**src/rtl/gpio_wb_n_defs.vh**
```
// Register byte offsets inside the GPIO Wishbone window.
`ifndef GPIO_WB_N_DEFS_VH
`define GPIO_WB_N_DEFS_VH
`define GPIO_WB_N_OFF_IN      8'h00
`define GPIO_WB_N_OFF_OUT     8'h04
`define GPIO_WB_N_OFF_OEB     8'h08
`define GPIO_WB_N_OFF_PU      8'h0C
`define GPIO_WB_N_OFF_PD      8'h10
`define GPIO_WB_N_OFF_RISE_EN 8'h14
`define GPIO_WB_N_OFF_FALL_EN 8'h18
`define GPIO_WB_N_OFF_STAT    8'h1C
`endif

```
**src/rtl/gpio_wb_n_pkg.sv**
```systemverilog
// Shared offsets and helpers for the GPIO Wishbone block.
package gpio_wb_n_pkg;
`include "gpio_wb_n_defs.vh"

    localparam logic [7:0] OFF_IN      = `GPIO_WB_N_OFF_IN;
    localparam logic [7:0] OFF_OUT     = `GPIO_WB_N_OFF_OUT;
    localparam logic [7:0] OFF_OEB     = `GPIO_WB_N_OFF_OEB;
    localparam logic [7:0] OFF_PU      = `GPIO_WB_N_OFF_PU;
    localparam logic [7:0] OFF_PD      = `GPIO_WB_N_OFF_PD;
    localparam logic [7:0] OFF_RISE_EN = `GPIO_WB_N_OFF_RISE_EN;
    localparam logic [7:0] OFF_FALL_EN = `GPIO_WB_N_OFF_FALL_EN;
    localparam logic [7:0] OFF_STAT    = `GPIO_WB_N_OFF_STAT;

    function automatic logic [31:0] sel_mask(input logic [3:0] sel);
        return {{8{sel[3]}}, {8{sel[2]}}, {8{sel[1]}}, {8{sel[0]}}};
    endfunction
endpackage

```
**src/rtl/gpio_sync_edge.sv**
```systemverilog
// One pin: 2-flop synchronizer, a delayed copy, and rise/fall detect.
module gpio_sync_edge (
    input  logic clk_i,
    input  logic rst_i,
    input  logic pad_i,
    output logic sync_o,
    output logic rise_o,
    output logic fall_o
);
    logic meta_q, sync_q, prev_q;

    always_ff @(posedge clk_i) begin
        if (rst_i) begin
            meta_q <= 1'b0;
            sync_q <= 1'b0;
            prev_q <= 1'b0;
        end else begin
            meta_q <= pad_i;
            sync_q <= meta_q;
            prev_q <= sync_q;
        end
    end

    assign sync_o = sync_q;
    assign rise_o = sync_q & ~prev_q;
    assign fall_o = ~sync_q & prev_q;
endmodule

```
**src/rtl/gpio_wb_n.sv**
```systemverilog
// Wishbone-slave GPIO: data/direction/pull registers plus sticky edge status and irq.
module gpio_wb_n
    import gpio_wb_n_pkg::*;
#(
    parameter logic [31:0] BASE_ADR = 32'h2100_0000,
    parameter int          NPINS    = 16
) (
    input  logic             wb_clk_i,
    input  logic             wb_rst_i,
    input  logic             wb_stb_i,
    input  logic             wb_cyc_i,
    input  logic             wb_we_i,
    input  logic [3:0]       wb_sel_i,
    input  logic [31:0]      wb_adr_i,
    input  logic [31:0]      wb_dat_i,
    output logic [31:0]      wb_dat_o,
    output logic             wb_ack_o,
    input  logic [NPINS-1:0] gpio_in_pad,
    output logic [NPINS-1:0] gpio_out_pad,
    output logic [NPINS-1:0] gpio_oeb,
    output logic [NPINS-1:0] gpio_pu,
    output logic [NPINS-1:0] gpio_pd,
    output logic             irq
);
    logic [NPINS-1:0] in_sync, rise, fall;

    for (genvar g = 0; g < NPINS; g++) begin : g_pin
        gpio_sync_edge u_se (
            .clk_i  (wb_clk_i),
            .rst_i  (wb_rst_i),
            .pad_i  (gpio_in_pad[g]),
            .sync_o (in_sync[g]),
            .rise_o (rise[g]),
            .fall_o (fall[g])
        );
    end

    logic [NPINS-1:0] out_q, oeb_q, pu_q, pd_q, ren_q, fen_q, stat_q;
    logic [NPINS-1:0] out_d, oeb_d, pu_d, pd_d, ren_d, fen_d, stat_d;
    logic             ack_q, irq_q;
    logic [31:0]      dat_q, rdata, mask32;
    logic [NPINS-1:0] m_n, d_n, w1c, evt;
    logic [7:0]       off;
    logic             req, wr;
    logic             unused_bits;

    // The !ack term makes each request produce exactly one ack pulse.
    assign req    = wb_stb_i & wb_cyc_i & ~ack_q & (wb_adr_i[31:8] == BASE_ADR[31:8]);
    assign wr     = req & wb_we_i;
    assign off    = wb_adr_i[7:0];
    assign mask32 = sel_mask(wb_sel_i);
    assign m_n    = mask32[NPINS-1:0];
    assign d_n    = wb_dat_i[NPINS-1:0];
    assign evt    = (rise & ren_q) | (fall & fen_q);
    assign w1c    = (wr && off == OFF_STAT) ? (d_n & m_n) : '0;
    assign unused_bits = ^{wb_dat_i, mask32, BASE_ADR[7:0]};

    always_comb begin
        out_d  = out_q;
        oeb_d  = oeb_q;
        pu_d   = pu_q;
        pd_d   = pd_q;
        ren_d  = ren_q;
        fen_d  = fen_q;
        // A same-cycle edge event wins over the W1C clear.
        stat_d = (stat_q & ~w1c) | evt;
        if (wr) begin
            case (off)
                OFF_OUT:     out_d = (out_q & ~m_n) | (d_n & m_n);
                OFF_OEB:     oeb_d = (oeb_q & ~m_n) | (d_n & m_n);
                OFF_PU:      pu_d  = (pu_q  & ~m_n) | (d_n & m_n);
                OFF_PD:      pd_d  = (pd_q  & ~m_n) | (d_n & m_n);
                OFF_RISE_EN: ren_d = (ren_q & ~m_n) | (d_n & m_n);
                OFF_FALL_EN: fen_d = (fen_q & ~m_n) | (d_n & m_n);
                default: ;
            endcase
        end
    end

    always_comb begin
        rdata = '0;
        case (off)
            OFF_IN:      rdata = 32'(in_sync);
            OFF_OUT:     rdata = 32'(out_q);
            OFF_OEB:     rdata = 32'(oeb_q);
            OFF_PU:      rdata = 32'(pu_q);
            OFF_PD:      rdata = 32'(pd_q);
            OFF_RISE_EN: rdata = 32'(ren_q);
            OFF_FALL_EN: rdata = 32'(fen_q);
            OFF_STAT:    rdata = 32'(stat_q);
            default:     rdata = '0;
        endcase
    end

    always_ff @(posedge wb_clk_i) begin
        if (wb_rst_i) begin
            out_q  <= '0;
            oeb_q  <= '1;
            pu_q   <= '0;
            pd_q   <= '0;
            ren_q  <= '0;
            fen_q  <= '0;
            stat_q <= '0;
            ack_q  <= 1'b0;
            dat_q  <= '0;
            irq_q  <= 1'b0;
        end else begin
            out_q  <= out_d;
            oeb_q  <= oeb_d;
            pu_q   <= pu_d;
            pd_q   <= pd_d;
            ren_q  <= ren_d;
            fen_q  <= fen_d;
            stat_q <= stat_d;
            ack_q  <= req;
            dat_q  <= req ? rdata : '0;
            irq_q  <= |stat_d;
        end
    end

    assign wb_ack_o     = ack_q;
    assign wb_dat_o     = dat_q;
    assign irq          = irq_q;
    assign gpio_out_pad = out_q;
    assign gpio_oeb     = oeb_q;
    assign gpio_pu      = pu_q;
    assign gpio_pd      = pd_q;
endmodule

```
**config.mk**
```make
export PLATFORM = sky130hd
export DESIGN_NAME = gpio_wb_n
export DESIGN_NICKNAME = d
export VERILOG_FILES = /design/src/rtl/gpio_wb_n_pkg.sv /design/src/rtl/gpio_sync_edge.sv /design/src/rtl/gpio_wb_n.sv
export VERILOG_INCLUDE_DIRS = /design/src /design/src/rtl
export SDC_FILE = /design/constraint.sdc
export NUM_CORES = 1
export LEC_CHECK = 0
export CAP_MARGIN = 40
export CORE_MARGIN = 3
export CORE_UTILIZATION = 44
export DETAILED_ROUTE_END_ITERATION = 16
export PLACE_DENSITY = 0.76
export SLEW_MARGIN = 5
export SYNTH_ARGS = -nofsm -noshare
export SYNTH_HDL_FRONTEND = slang
export SYNTH_HIERARCHICAL = 1
export SYNTH_SLANG_ARGS = --single-unit
export TNS_END_PERCENT = 10
```
**constraint.sdc**
```tcl
create_clock -name wb_clk_i -period 2.22 [get_ports wb_clk_i]
set_input_delay 0.444 -clock wb_clk_i [delete_from_list [all_inputs] [get_ports wb_clk_i]]
set_output_delay 0.444 -clock wb_clk_i [all_outputs]
set_load 0.02 [all_outputs]
```
==> summary.txt <==
Power
  – Power per cell area: 627 nW/um2
  – Leakage: 3.81 nW
  – Maximum vdd drop: 0.536 mV

Worst setup path
  – CP bufs+invs: 6
  – Maximum fanout along the worst path: 7
  – R2R Path End: irq
  – CP Capture Type: flop
  – Crit path launch type: primary input
  – Cell mode on critical path: buf_4
  – Worst endpoint required time: 2500 ps
  – R2R cell count: 11
  – CP max-delay cell: nor4_2
  – Max incr delay on CP: 330 ps
  – CP Cell Sequence: dlygate4sd2_1 > nor4_2 > nand4_1 > buf_4 > nor4_4 > buf_6 > buf_4 > buf_6 > a31oi_4 > nor4_2 > buf_4 > a41oi_2
  – Crit-path leading delay family: buffers and inverters
  – Worst path arrival time: 2550 ps
  – Kind of critical path: in2reg
  – R2r startpoint: wb_ack_o
  – Reg2reg setup slack: -30 ps

Detailed routing
  – WL/cell: 18.0 um
  – Detailed Routing Iterations Pass 1: 5
  – Vias per inst: 5.58
  – DR vias: 6,895
  – Detailed Route Iter0 Violations: 877
  – WL final: 22,300 um
  – Detail Route Antenna Nets: 0
  – DR DRC count: 0

Placement
  – Post-DP HPWL: 15,700 um
  – Post-DP Area: 9390 um2
  – Port Buffers: 152
  – Cells after DPL: 1,189
  – Final Wtd Congestion: 0.909

Hold path
  – Worst Hold Depth: 2
  – Hold/Removal Path Class: in2reg
  – Worst Hold Launch: wb_rst_i
  – Hold EP: wb_ack_o

Global route
  – Vias in the first global route: 6,461
  – Met3 usage: 0.0578
  – Largest net degree at the start of global routing: 162
  – First-pass GRT wire length: 34,800 um
  – Total grt overflow: 0
  – GR Util met1: 0.350
  – Initial antenna violation count: 0
  – Gr usage total: 0.243
  – Met2 usage in global routing: 0.362
  – GR peak layer: met2

Logic synthesis
  – Seq/Total Area, Yosys: 0.493
  – Post-synth ARST share: 0
  – Post-synth top flop: dfxtp_1
  – Adder-Cell Fraction of Synth Area: 0
  – Mapped Avg Cell Area: 9.13 um2
  – Post-Syn Instances: 792
  – Multiplexer area fraction after synthesis: 0.0222
  – Yosys top cell by area: dfxtp_1
  – Compound-cell area share of the yosys netlist: 0.204
  – Area share of and/or/nand/nor cells after synthesis: 0.224
  – Number of enable flip-flop cells after synthesis: 0
  – Mapped Area: 7230 um2
  – Yosys top cell area share: 0.493
  – Flops & latches, synth: 178
  – Post-synth cell types: 34
  – Largest family of logic cells by synthesized area: simple AND/OR/NAND/NOR gates
  – Ys Warns: 6
  – Top cells by area, synth: dfxtp_1 49%, nor2b_1 8.4%, nand2_1 7.3%
  – Post-Synth XOR/XNOR Area: 0

Die
  – Row count: 46
  – Die area: 18,000 um2
  – Chip height: 134 um
  – Core footprint: 16,000 um2
  – I/O Pins: 187
  – Die Width: 134 um
  – Starting Density: 0.452

Final layout
  – Most common cell after layout, fill and taps aside: dfxtp_1
  – Filler cells: 1,343
  – Multi-input logic area: 3560 um2
  – Cell area after layout: 10,300 um2
  – Seq. cell area: 3560 um2
  – Area grow syn2layout: 42.6%
  – Final #Nets: 1,095
  – Commonest non-fill, non-tap cells in the layout: 177 x dfxtp_1, 138 x nand2_1, 131 x clkdlybuf4s50_1
  – Antenna Diode Count: 0
  – Layout cells sized above 1: 0.162
  – Layout Cells excl Fill: 1,235

Clocking
  – Max Root-Sink Buffers: 2
  – CTS Buf Count: 17
  – Worst-skew pair later-pin latency: 430 ps
  – Clk slew on worst S/H paths: 70 ps
  – CTS root buffer: clkbuf_16
  – CTS Sinks: 178
  – CTS tree: done
  – CTS Hold Bufs: 0
  – Depth of the CTS H-tree: 4

Timing
  – Max-slew headroom: 0.483
  – Worst Max-Slew Pin Slew: 776 ps
  – Slew Viols, Final: 0
  – RSZ-0062 raised after global routing: yes
  – Final worst-path cycle share: 1.02
  – Setup violations, final: 1
  – Final setup margin: -46.2 ps
  – Final Critical Period: 2270 ps
  – Final hold vios: 0
  – Worst clock skew: 7.20 ps
  – Fmax achieved: 441 MHz

Run status
  – Outcome: finished, violations left
  – Failing checks: setup timing

Run
  – Max Cap Violations: 0
cells by family after synthesis:
kind of cell	count (synthesis)
AND/OR/NAND/NOR	310
AO/OA/AOI/OAI	209
flip-flops	178
buffers and inverters	78
multiplexers	16
other	1
worst register-to-register path, stage by stage, from the launching register on:
cell	delay, ps
dfxtp_2	330
nor4bb_2	260
nand4_1	230
buf_4	210
nor4_4	150
buf_6	170
buf_4	120
buf_6	100
a31oi_4	90
nor4_2	190
buf_4	170
a41oi_2	80
where the power goes:
group          switching, mW  internal (mW)
Combinational          0.190          0.176
Clock                   1.28           1.57
Sequential            0.0191           3.23
what timing repair did:
item,4_1_cts,5_1_grt
setup endpoints to repair,115,76
resized for setup,59,22
cloned,0,0
hold endpoints to repair,0,0
pin swaps,19,13
buffers inserted,11,4
layer usage:
layer	up-vias	routed length, um
met4	0	388
met5	-	0
met2	361	9640
met3	42	2210
met1	3259	10000
li1	3233	-
metrics by stage:
step                      power [mW]  setup TNS [ps]  hold WS (ps)  utilization  setup WS, ps
final                           6.46           -46.2           261        0.644         -46.2
after global routing            6.64           -2360           253        0.644          -182
after CTS                       6.48               0           261        0.637          2.24
after global placement          3.67          -63440           419        0.587          -794
after floorplan                 3.45               0           414            -          18.4
after detailed placement        3.67          -74380           422        0.587          -866
worst max-delay path by stage:
stage                       from   to  depth (start not counted)
global route            wb_ack_o  irq                          9
CTS                 wb_adr_i[20]  irq                         10
finish              wb_adr_i[15]  irq                         12
floorplan            wb_adr_i[1]  irq                          8
detailed placement  wb_adr_i[12]  irq                          9
global placement     wb_adr_i[1]  irq                          9
area by class of cell:
type | count | share of cell area
sequential | 178 | 0.346
multi-input combinational | 551 | 0.345
timing repair buffer | 242 | 0.223
clock buffer | 20 | 0.0433
tap | 216 | 0.0262
clock inverter | 12 | 0.0104
inverter | 16 | 0.00583
synthesized netlist by cell type (3+ instances only):
cell type	count
a211o_1	16
a21oi_1	67
a221oi_1	51
a22o_1	19
a22oi_1	26
a31oi_1	29
and2_1	10
and3_1	18
buf_2	14
buf_4	21
buf_6	3
clkbuf_1	24
dfxtp_1	178
inv_1	16
mux2i_1	16
nand2_1	140
nor2_1	18
nor2b_1	97
nor3b_2	3
nor4_1	7
nor4_2	3
No activity file was read; power rests on OpenSTA's default activity.
